==> config.mk <==
export PLATFORM = sky130hd
export DESIGN_NAME = sprite_addr_streamer
export DESIGN_NICKNAME = d
export VERILOG_FILES = /design/src/rtl/sprite_addr_pkg.sv /design/src/rtl/sprite_base_calc.sv /design/src/rtl/sprite_addr_streamer.sv
export SDC_FILE = /design/constraint.sdc
export NUM_CORES = 1
export LEC_CHECK = 0
export ABC_AREA = 0
export CORE_UTILIZATION = 33
export DETAILED_ROUTE_END_ITERATION = 10
export DONT_BUFFER_PORTS = 1
export SLEW_MARGIN = 30
export SYNTH_ARGS = -nofsm -noshare
export SYNTH_HDL_FRONTEND = slang
export SYNTH_HIERARCHICAL = 1
export SYNTH_SLANG_ARGS = --single-unit
export TNS_END_PERCENT = 30
==> constraint.sdc <==
create_clock -name clk -period 12.3 [get_ports clk]
set_clock_uncertainty 0.2 [all_clocks]
set_input_delay 0.615 -clock clk [delete_from_list [all_inputs] [get_ports clk]]
set_output_delay 0.615 -clock clk [all_outputs]
set_load 0.005 [all_outputs]
==> src/rtl/sprite_addr_pkg.sv <==
// Shared types and default screen geometry for the sprite address streamer.
// Imported by sprite_base_calc and sprite_addr_streamer.
package sprite_addr_pkg;

  typedef enum logic [1:0] {
    IDLE   = 2'd0,
    CALC   = 2'd1,
    STREAM = 2'd2,
    DONE   = 2'd3
  } state_e;

  localparam int SCREEN_W_DEF = 640;
  localparam int SCREEN_H_DEF = 480;
  localparam int GRID_DEF     = 10;

endpackage

==> src/rtl/sprite_base_calc.sv <==
// Combinational corner-address and screen-bounds computation from a latched x,y.
// The bounds test exists only when SPRITE_ADDR_BOUNDS_CHECK_EN is defined.
module sprite_base_calc
  import sprite_addr_pkg::*;
#(
  parameter int SCREEN_W = SCREEN_W_DEF,
  parameter int SCREEN_H = SCREEN_H_DEF,
  parameter int GRID     = GRID_DEF,
  parameter int SPR_W    = 40,
  parameter int SPR_H    = 30,
  parameter int COORD_W  = 6,
  parameter int ADDR_W   = 19
) (
  input  logic [COORD_W-1:0] x_i,
  input  logic [COORD_W-1:0] y_i,
  output logic [ADDR_W-1:0]  base_o,
  output logic [ADDR_W-1:0]  lower_right_o,
  output logic               oob_o
);

  localparam logic [ADDR_W-1:0] ROW_STEP = ADDR_W'(GRID * SCREEN_W);
  localparam logic [ADDR_W-1:0] COL_STEP = ADDR_W'(GRID);
  localparam logic [ADDR_W-1:0] LR_OFS   =
    ADDR_W'((SPR_H - 1) * SCREEN_W + (SPR_W - 1));

  assign base_o = ADDR_W'(y_i) * ROW_STEP
                + ADDR_W'(x_i) * COL_STEP;

  assign lower_right_o = base_o + LR_OFS;

`ifdef SPRITE_ADDR_BOUNDS_CHECK_EN
  logic [31:0] x_end;
  logic [31:0] y_end;

  // Evaluated at 32 bits so the test never sees a wrapped address.
  assign x_end = 32'(x_i) * 32'(GRID) + 32'(SPR_W);
  assign y_end = 32'(y_i) * 32'(GRID) + 32'(SPR_H);
  assign oob_o = (x_end > 32'(SCREEN_W))
              || (y_end > 32'(SCREEN_H));
`else
  assign oob_o = 1'b0;
`endif

endmodule

==> src/rtl/sprite_addr_streamer.sv <==
// Latches a grid coordinate, registers sprite corners, then streams every
// pixel address over valid/ready. Optional SPRITE_ADDR_BOUNDS_CHECK_EN rejects off-screen sprites.
module sprite_addr_streamer
  import sprite_addr_pkg::*;
#(
  parameter int SCREEN_W = SCREEN_W_DEF,
  parameter int SCREEN_H = SCREEN_H_DEF,
  parameter int GRID     = GRID_DEF,
  parameter int SPR_W    = 40,
  parameter int SPR_H    = 30,
  parameter int COORD_W  = 6,
  parameter int ADDR_W   = 19
) (
  input  logic               clk,
  input  logic               reset,
  input  logic               start,
  input  logic [COORD_W-1:0] input_x,
  input  logic [COORD_W-1:0] input_y,
  output logic               busy,
  output logic [ADDR_W-1:0]  upper_left_address,
  output logic [ADDR_W-1:0]  lower_right_address,
  output logic [ADDR_W-1:0]  addr,
  output logic               addr_valid,
  input  logic               addr_ready,
  output logic               addr_last,
  output logic               done,
  output logic               err
);

  localparam int CW = (SPR_W > 1) ? $clog2(SPR_W) : 1;
  localparam int RW = (SPR_H > 1) ? $clog2(SPR_H) : 1;
  localparam logic [CW-1:0] COL_END = CW'(SPR_W - 1);
  localparam logic [RW-1:0] ROW_END = RW'(SPR_H - 1);
  localparam logic [ADDR_W-1:0] ROW_JUMP =
    ADDR_W'(SCREEN_W - SPR_W + 1);

  state_e state_q, state_d;
  logic [COORD_W-1:0] x_q, x_d, y_q, y_d;
  logic [CW-1:0] col_q, col_d;
  logic [RW-1:0] row_q, row_d;
  logic [ADDR_W-1:0] addr_q, addr_d;
  logic [ADDR_W-1:0] ul_q, ul_d, lr_q, lr_d;
  logic err_q, err_d;

  logic [ADDR_W-1:0] base, lr_addr;
  logic oob, at_col_end, at_last;

  sprite_base_calc #(
    .SCREEN_W (SCREEN_W),
    .SCREEN_H (SCREEN_H),
    .GRID     (GRID),
    .SPR_W    (SPR_W),
    .SPR_H    (SPR_H),
    .COORD_W  (COORD_W),
    .ADDR_W   (ADDR_W)
  ) u_calc (
    .x_i           (x_q),
    .y_i           (y_q),
    .base_o        (base),
    .lower_right_o (lr_addr),
    .oob_o         (oob)
  );

  assign at_col_end = (col_q == COL_END);
  assign at_last    = at_col_end && (row_q == ROW_END);

  always_comb begin
    state_d = state_q;
    x_d     = x_q;
    y_d     = y_q;
    col_d   = col_q;
    row_d   = row_q;
    addr_d  = addr_q;
    ul_d    = ul_q;
    lr_d    = lr_q;
    err_d   = 1'b0;
    unique case (state_q)
      IDLE: begin
        if (start) begin
          x_d     = input_x;
          y_d     = input_y;
          state_d = CALC;
        end
      end
      CALC: begin
        if (oob) begin
          err_d   = 1'b1;
          state_d = IDLE;
        end else begin
          ul_d    = base;
          lr_d    = lr_addr;
          addr_d  = base;
          col_d   = '0;
          row_d   = '0;
          state_d = STREAM;
        end
      end
      STREAM: begin
        if (addr_ready) begin
          if (at_last) begin
            state_d = DONE;
          end else if (at_col_end) begin
            addr_d = addr_q + ROW_JUMP;
            col_d  = '0;
            row_d  = row_q + RW'(1);
          end else begin
            addr_d = addr_q + ADDR_W'(1);
            col_d  = col_q + CW'(1);
          end
        end
      end
      DONE: state_d = IDLE;
      default: state_d = IDLE;
    endcase
  end

  always_ff @(posedge clk or posedge reset) begin
    if (reset) begin
      state_q <= IDLE;
      x_q     <= '0;
      y_q     <= '0;
      col_q   <= '0;
      row_q   <= '0;
      addr_q  <= '0;
      ul_q    <= '0;
      lr_q    <= '0;
      err_q   <= 1'b0;
    end else begin
      state_q <= state_d;
      x_q     <= x_d;
      y_q     <= y_d;
      col_q   <= col_d;
      row_q   <= row_d;
      addr_q  <= addr_d;
      ul_q    <= ul_d;
      lr_q    <= lr_d;
      err_q   <= err_d;
    end
  end

  assign busy                = (state_q != IDLE);
  assign addr_valid          = (state_q == STREAM);
  assign addr_last           = addr_valid && at_last;
  assign done                = (state_q == DONE);
  assign err                 = err_q;
  assign addr                = addr_q;
  assign upper_left_address  = ul_q;
  assign lower_right_address = lr_q;

endmodule
==> results.tsv, run 1 <==
stage	metric	value	unit
outcome	status	finished clean	
cts	cts_setup_buffers	0	
synthesis	ys_seq_area_share	39.36	%
die	ios	78	
cts	path_clk_slew	60	ps
finish	layout-drive-gt1-share	10.76	%
run	cap_violations	0	
die	initial_utilization	34.21	%
cts	clk_latency	350	ps
synthesis	syn_area	5278	um2
cts	cts_root_buffer	clkbuf_16	
synthesis	synth_edf_count	0	
place	dpl.cell_count	771	
route	detail_route.iter0.violations	247	
setup_path	regToRegStartpoint	x_q[1]	
cts	cts_buffers	9	
die	dieWidth	128.5	um
timing	fin_tns_setup	0	ps
timing	fin_crit_sh	37.32	%
cts	h-tree-depth	3	
timing	finalSetupViolCount	0	
synthesis	synthesis.area_per_instance	9.099	um2
route	wl	12870	um
min_path	hold_class	in2async	
setup_path	cp_max_fo	7	
die	coreArea	15430	um2
finish	final_cells	789	
cts	cts_resized	0	
die	die_y	128.5	um
global_route	grt_max_degree	84	
finish	utilization	37.18	%
place	place_congestion	0.7949	
setup_path	cp.required	12390	ps
setup_path	startpoint	x_q[1]	
timing	finalHoldViolCount	0	
cts	ctsHoldBuffers	0	
finish	syn_to_final_growth	8.677	%
synthesis	synth_warnings	6	
cts	clock_path_buffers	2	
timing	min_period	4591	ps
synthesis	synth_ff_type	dfrtp_1	
synthesis	syn_inst	580	
global_route	grt_overflow	0	
die	dieArea	16500	um2
setup_path	worstPathArrival	4680	ps
die	rows	45	
timing	worst_pin_slew	792.4	ps
timing	fmax	217.8	MHz
synthesis	synth_cell_type_count	78	
route	vias	4079	
timing	grt_setup_unrepaired	no	
cts	clock_sinks	83	
global_route	grt_pass1_vias	4036	
global_route	grt_antenna_before_repair	4	
synthesis	synthArstFlopShare	100.0	%
timing	slew_violations	0	
route	ant_nets	0	
place	dp_hpwl	9480	um
global_route	track_usage	16.64	%
global_route	grt_pass1_wl	21250	um
timing	slew_headroom	47.17	%
route	vias_per_cell	5.170	
finish	final_nets	628	
place	io_buffers	0	
route	drcViolationCount	0	
setup_path	critPathLaunchType	register	
setup_path	cp-end-kind	register	
synthesis	synth-seq-cells	83	
route	drt-pass1-iter-count	6	
cts	tritoncts	built	
route	post_drt_wl_per_cell	16.31	um
setup_path	worstSetupPathType	reg2reg	
[kinds of logic after synthesis]
kind of cell    after synthesis  share of synthesized area [%]
buf+inv                      49                          4.599
fa+ha+maj                    42                          10.34
mux                          13                          2.750
xor+xnor                     33                          5.761
simple gates                261                          24.54
compound gates               97                          12.52
other cells                   2                         0.1423
flops                        83                          39.36
[metal layers]
metal	vias to the layer above	part of all wire, %	routed length, um	track usage (%)
met4	2	1.7	216	6.920
met1	1999	45	5749	21.07
li1	1986	-	-	-
met3	16	7.2	926	5.322
met2	76	46	5965	26.17
met5	-	0.085	11	0
[final cells by class]
type	count	area [um2]
inverters	24	103.9
clock inverters	4	25.02
diodes	2	5.005
fillers	1554	9692
clock buffers	12	256.5
repair buffers	4	33.78
multi-input cells	449	2970
flip-flops and latches	83	2077
well taps	211	264.0
[cell usage after synthesis (all sizes together), types with 3 or more instances]
cell,instances,area (um2)
or3,3,18.77
a21oi,23,130.1
clkbuf,9,33.78
a211oi,4,47.54
o21a,3,22.52
nand3b,4,30.03
xor2,13,113.9
dfrtp,83,2077
o21ai,28,143.9
nor3b,5,47.54
a221o,3,30.03
inv,23,86.33
buf,16,106.4
nand2,146,558.0
o211ai,4,35.03
a2bb2oi,3,26.28
o311ai,3,26.28
nand3,17,85.08
and2,3,18.77
or4,3,22.52
fa,3,60.06
nor2,37,148.9
mux2,12,135.1
nand2b,3,18.77
a21o,4,30.03
nand4,11,75.07
nor4,4,61.31
a31oi,4,25.02
o22ai,6,37.54
nor4b,4,47.55
nor3,8,50.05
ha,38,475.5
xnor2,20,190.2
[cells in the final DEF (no fill, tap or decap), types with 6 or more instances in the layout]
cell	Yosys	routed
xor2_1	13	13
clkbuf_16	0	9
inv_1	22	21
nand4_1	10	10
dfrtp_1	83	83
nand3_1	17	17
nand2_1	144	144
o21ai_0	25	25
mux2_2	12	12
o22ai_1	6	6
nor2_1	35	35
ha_1	38	38
xnor2_1	18	18
nor3_1	6	6
a21oi_1	21	21
[worst max-delay path, cell delays in order (launching register included)]
cell and delay (ps):
dfrtp_1 450, ha_1 330, ha_1 240, fa_1 410
a21o_1 190, a21oi_1 170, xnor2_1 140, ha_1 180
inv_1 50, fa_1 450, xnor2_2 310, nand2_1 90
o31ai_1 460, o22ai_1 220, nor4b_2 330, xor2_1 170
nand2_1 70, nand2_1 70
[stage by stage]
step	area, um2	setup slack (ps)	hold WS (ps)
5_1_grt	5733	7428	203.1
2_1_floorplan	5281	8265	255.5
6_report	5736	7709	113.6
3_5_place_dp	5446	7778	299.3
3_3_place_gp	5443	7998	287.9
4_1_cts	5728	7749	192.2
[state kept, by name, indices dropped and copies added, names as in the netlist, named ones only]
register / cells
x_q: 6
row_q: 5
lower_right_address: 19
y_q: 6
err: 1
upper_left_address: 19
state_q: 1
col_q: 6
addr: 19
[path summary, 6_finish.rpt]
path,endpoint,slack (ps),cells past startpoint
worst max-delay path,lower_right_address[18],7710,17
worst min-delay path,row_q[3],110,2
worst max register to register,lower_right_address[18],7710,17
worst min register to register,lower_right_address[2],310,2
max in group asynchronous,lower_right_address[5],11210,2
min in group clk,y_q[1],210,1
Power of run 1 is left out: the tool's default activity adds up to more than one toggle a clock period on the data nets, which glitch-free logic cannot reach.
==> run 2: changes to the inputs <==
==> constraint.sdc (replaced) <==
create_clock -name clk -period 4.5 [get_ports clk]
set_clock_uncertainty 0.2 [all_clocks]
set_input_delay 0.225 -clock clk [delete_from_list [all_inputs] [get_ports clk]]
set_output_delay 0.225 -clock clk [all_outputs]
set_load 0.005 [all_outputs]
==> results.tsv, run 2 (synthesized netlist as in run 1, its figures left out) <==
stage	metric	value	unit
global_route	track_usage	16.70	%
place	place_congestion	0.7957	
route	detail_route.iter0.violations	222	
finish	final_cell_mix	nand2_1 (144), dfrtp_1 (83), ha_1 (38), nor2_1 (34), o21ai_0 (25)	
cts	clock_sinks	83	
cts	path_clk_slew	60	ps
global_route	grt_overflow	0	
setup_path	cp.required	4580	ps
finish	final_common_cell	nand2_1	
cts	h-tree-depth	3	
setup_path	cp-end-kind	register	
die	dieWidth	128.5	um
die	ios	78	
die	rows	45	
timing	slew_violations	0	
setup_path	worstPathArrival	4300	ps
setup_path	cp_max_fo	5	
timing	worst_pin_slew	807.0	ps
timing	fin_tns_setup	0	ps
route	drcViolationCount	0	
global_route	grt_pass1_vias	4033	
setup_path	critPathSlowestCell	nor3b_1	
die	initial_utilization	34.21	%
min_path	hold_class	in2reg	
global_route	grt_antenna_before_repair	0	
timing	finalHoldViolCount	0	
setup_path	cp_top_family	simple AND/OR/NAND/NOR gates	
die	die_y	128.5	um
place	io_buffers	0	
global_route	grt_max_degree	48	
timing	min_period	4216	ps
route	vias	4143	
cts	clock_path_buffers	2	
finish	final_nets	647	
timing	finalSetupViolCount	0	
setup_path	cp.buffers_inverters	1	
timing	slew_headroom	46.14	%
setup_path	path_cells	ha_1, ha_1, a211oi_1, nor3b_1, o21a_1, inv_1, fa_1, xnor2_2, nand2_1, o31ai_4, o22ai_1, nor4b_2, xor2_1, nand2_1, nand2_1	
setup_path	cp_slowest_stage_delay	670	ps
finish	layout-drive-gt1-share	11.11	%
run	cap_violations	0	
setup_path	worstSetupPathType	reg2reg	
die	dieArea	16500	um2
finish	syn_to_final_growth	13.42	%
outcome	status	finished clean	
setup_path	critPathLaunchType	register	
route	drt-pass1-iter-count	4	
route	vias_per_cell	5.147	
die	coreArea	15430	um2
timing	fmax	237.2	MHz
timing	grt_setup_unrepaired	no	
route	post_drt_wl_per_cell	16.36	um
cts	cts_root_buffer	clkbuf_16	
cts	tritoncts	built	
finish	num_antenna_cells	0	
global_route	grt_pass1_wl	21320	um
cts	cts_buffers	9	
timing	fin_crit_sh	93.69	%
route	ant_nets	0	
route	wl	13170	um
setup_path	cpMostUsedCell	nand2_1	
place	dp_hpwl	9739	um
cts	clk_latency	340	ps
## run 2: changes by cell type in the layout (fill, tap and decap cells not counted)
cell           delta
o31ai_1           -1
nor2_1            -1
clkinv_2          -2
buf_4             +4
clkbuf_8          -1
diode_2           -2
clkinvlp_4        -2
nor2_2            +1
o31ai_4           +1
clkinv_4          +1
buf_6             -1
dlygate4sd3_1    +16
bufinv_16         +3
## run 2: path summary, 6_finish.rpt
kind	start	endpoint	slack [ps]	depth (start not counted)
max reg2reg	x_q[2]	lower_right_address[18]	280	15
min reg2reg	lower_right_address[12]	lower_right_address[12]	310	2
min	addr_ready	col_q[0]	70	4
max in group asynchronous	reset	addr[1]	2830	3
min in group asynchronous	reset	upper_left_address[2]	220	2
max	x_q[2]	lower_right_address[18]	280	15
## run 2: what timing repair did
item,in CTS,in global routing
setup buffers,0,1
hold buffers,16,0
endpoints found under the hold margin,51,0
endpoints found under the setup margin,0,2
resized for setup,0,2
## run 2: layer usage
layer  share of wire (%)  routed length, um  track usage, %  vias up
met3                 6.2                820           5.364        7
met5                   0                  0               0        -
met4                0.85                112           3.945        0
li1                    -                  -               -     2019
met2                  47               6168           26.61       83
met1                  46               6067           21.98     2034
## run 2: stage by stage
stage	utilization [%]	worst slack [ps]	hold WS (ps)	cell area, um2	instances
2_1_floorplan	-	465.0	168.7	5281	581
3_3_place_gp	35.38	266.7	16.12	5458	773
3_5_place_dp	35.39	170.7	20.34	5460	773
4_1_cts	38.65	160.8	56.47	5962	804
5_1_grt	38.80	45.02	101.1	5986	805
6_report	38.80	283.9	72.44	5986	805
## run 2: worst min-delay path: cells and delay by family
kind / cells / cell delay, ps
AO/OA/AOI/OAI: 2 / 190
AND/OR/NAND/NOR: 2 / 170
## run 2: cell type report
type	instances	area (um2)
tap	211	264.0
sequential	83	2077
multi-input combinational	449	2987
inverter	24	103.9
clock inverter	4	98.84
clock buffer	11	242.7
timing repair buffer	23	212.7
fill	1569	9442
Power of run 2 is left out for the same reason.
==> run 3: changes to the inputs <==
--- a/config.mk
+++ b/config.mk
@@ -9,9 +9,9 @@
 export CORE_UTILIZATION = 33
 export DETAILED_ROUTE_END_ITERATION = 10
 export DONT_BUFFER_PORTS = 1
+export GPL_TIMING_DRIVEN = 1
 export SLEW_MARGIN = 30
 export SYNTH_ARGS = -nofsm -noshare
 export SYNTH_HDL_FRONTEND = slang
-export SYNTH_HIERARCHICAL = 1
 export SYNTH_SLANG_ARGS = --single-unit
 export TNS_END_PERCENT = 30
==> results.tsv, run 3 <==
stage	metric	value	unit
outcome	status	finished with violations	
outcome	violations	design-rule violations	
global_route	grt_pass1_vias	3702	
die	initial_utilization	34.18	%
route	ant_nets	0	
timing	slew_violations	0	
min_path	min_from	addr_ready	
global_route	grt_pass1_wl	19290	um
die	rows	44	
route	wl_met3	824	um
route	drcViolationCount	7	
synthesis	ys_seq_area_share	40.34	%
setup_path	critPathLaunchType	register	
die	dieWidth	125.4	um
setup_path	r2r_setup_slack	290	ps
route	detail_route.iter0.violations	179	
setup_path	worstSetupPathType	reg2reg	
route	vias	3670	
setup_path	rr_endpoint	lower_right_address[16]	
route	vias_per_cell	5.198	
finish	syn_to_final_growth	13.99	%
min_path	hold_class	in2reg	
cts	cts_setup_buffers	0	
finish	stdcell_area	5728	um2
cts	cts_root_buffer	clkbuf_16	
timing	fin_tns_setup	0	ps
timing	min_period	4206	ps
timing	fmax	237.7	MHz
setup_path	startpoint	x_q[1]	
place	place_area	5238	um2
synthesis	synth_ff_type	dfrtp_1	
timing	worst_pin_slew	666.6	ps
cts	cts_buffers	9	
place	io_buffers	0	
finish	final_cell_mix	dfrtp_1 (81), nor2_1 (50), nand2_1 (49), ha_1 (45), a21oi_1 (40)	
synthesis	synth_most_common_cell	dfrtp_1	
synthesis	synth_common_cells	dfrtp_1 (81), nor2_1 (50), nand2_1 (49), ha_1 (46), a21oi_1 (40)	
route	wl	11750	um
setup_path	ff2ff_path_depth	16	
cts	clock_path_buffers	2	
route	wl_met2	5771	um
global_route	grt_max_degree	50	
finish	layout-drive-gt1-share	15.90	%
synthesis	synth_warnings	0	
global_route	grt_overflow	0	
setup_path	worstPathArrival	4240	ps
global_route	grt_antenna_before_repair	0	
die	die_y	125.4	um
route	m1WireLength	5024	um
setup_path	regToRegStartpoint	x_q[1]	
die	dieArea	15720	um2
die	ios	78	
global_route	track_usage	15.72	%
cts	clock_sinks	81	
cts	tritoncts	built	
synthesis	synth_edf_count	0	
timing	finalSetupViolCount	0	
route	post_drt_wl_per_cell	16.65	um
finish	num_antenna_cells	0	
cts	path_clk_slew	60	ps
synthesis	synth_top_cell_area_share	40.34	%
die	coreArea	14700	um2
cts	h-tree-depth	3	
timing	fin_crit_sh	93.47	%
run	cap_violations	0	
finish	nFillCells	1417	
timing	slew_headroom	55.51	%
setup_path	cp_max_fo	6	
finish	final_common_cell	dfrtp_1	
setup_path	cp.required	4540	ps
timing	grt_setup_unrepaired	no	
synthesis	synth_cell_type_count	73	
min_path	whs_path_depth	3	
synthesis	yosys.area.top_type	dfrtp_1	
synthesis	synth.top_cells.by_area	dfrtp_1 (40%), ha_1 (11%), mux2_2 (6.7%)	
place	dp_hpwl	8892	um
synthesis	syn_area	5025	um2
synthesis	syn_inst	501	
place	place_congestion	0.7845	
route	drt-pass1-iter-count	8	
route	routed.top_layer	met4	
min_path	hold_end	row_q[0]	
synthesis	synthesis.area_per_instance	10.03	um2
synthesis	synthArstFlopShare	100.0	%
timing	finalHoldViolCount	0	
finish	final_nets	582	
setup_path	cp-end-kind	register	
cts	clk_latency	350	ps
synthesis	synth-seq-cells	81	
[run 3: cell count changes in the layout (fill, tap and decap cells not counted), sizes merged, moves of 6 or more]
cell,delta
nor2,+14
ha,+8
a21oi,+18
nand3,-6
nand2,-97
xor2,+8
mux2,+18
[run 3: kinds of logic (layout without fill, tap and decap cells)]
| group | Yosys count | in the layout | share of synthesized area, % |
|---|---|---|---|
| muxes | 33 | 33 | 7.321 |
| adders and majority gates | 49 | 49 | 12.65 |
| AOI/OAI and AO/OA | 111 | 111 | 14.67 |
| xor gates and xnor gates | 38 | 38 | 7.595 |
| DFF | 81 | 81 | 40.34 |
| other | 1 | 2 | 0.07463 |
| buffers and inverters | 38 | 58 | 3.038 |
| and+or+nand+nor | 150 | 150 | 14.32 |
[run 3: timing repair]
action                                  CTS  global route
gates resized for setup                   0             2
endpoints found under the setup margin    0             2
hold buffers                             15             0
hold endpoints to repair                 50             0
[run 3: stage by stage]
step                      setup slack (ps)  hold WS (ps)  util (%)  cells
final                                293.8         63.68     38.97    706
after detailed placement             140.1         29.21     35.63    675
after global placement               282.7         16.21     35.63    675
after floorplan                      426.2         161.0         -    502
after global routing                 34.40         67.54     38.97    706
after CTS                            124.6         57.90     38.93    706
[run 3: layer usage]
metal | vias to the layer above | track usage, %
met5 | - | 0
met4 | 0 | 4.591
met2 | 78 | 26.62
met1 | 1790 | 18.89
li1 | 1793 | -
met3 | 9 | 5.349
[run 3: how the worst max path moves through the flow]
| stage | end | slack, ps | cells past startpoint |
|---|---|---|---|
| final | lower_right_address[16] | 290 | 16 |
| after global routing | lower_right_address[16] | 30 | 16 |
| after CTS | lower_right_address[16] | 120 | 16 |
| after detailed placement | lower_right_address[16] | 140 | 16 |
| after global placement | lower_right_address[16] | 280 | 16 |
| after floorplan | lower_right_address[16] | 430 | 16 |
[run 3: critical path, stage by stage (launching register included)]
cell,delay (ps)
dfrtp_1,440
ha_1,320
ha_1,240
fa_1,440
a21o_1,200
a21oi_1,160
xnor2_1,140
ha_1,200
inv_1,60
fa_2,390
nand3b_1,230
xnor2_1,210
nand2_1,130
o21ai_2,200
nand2_1,90
xor2_1,170
mux2_2,270
[run 3: layout make-up]
type                       instances  area [um2]  share of cell area (%)
clock buffer                       9       225.2                   3.932
clock inverter                     7       108.9                   1.900
inverter                          20       76.32                   1.332
multi-input combinational        383        2858                   49.89
sequential                        81        2027                   35.39
tap                              184       230.2                   4.019
timing repair buffer              22       202.7                   3.539
Power of run 3 is left out for the same reason.
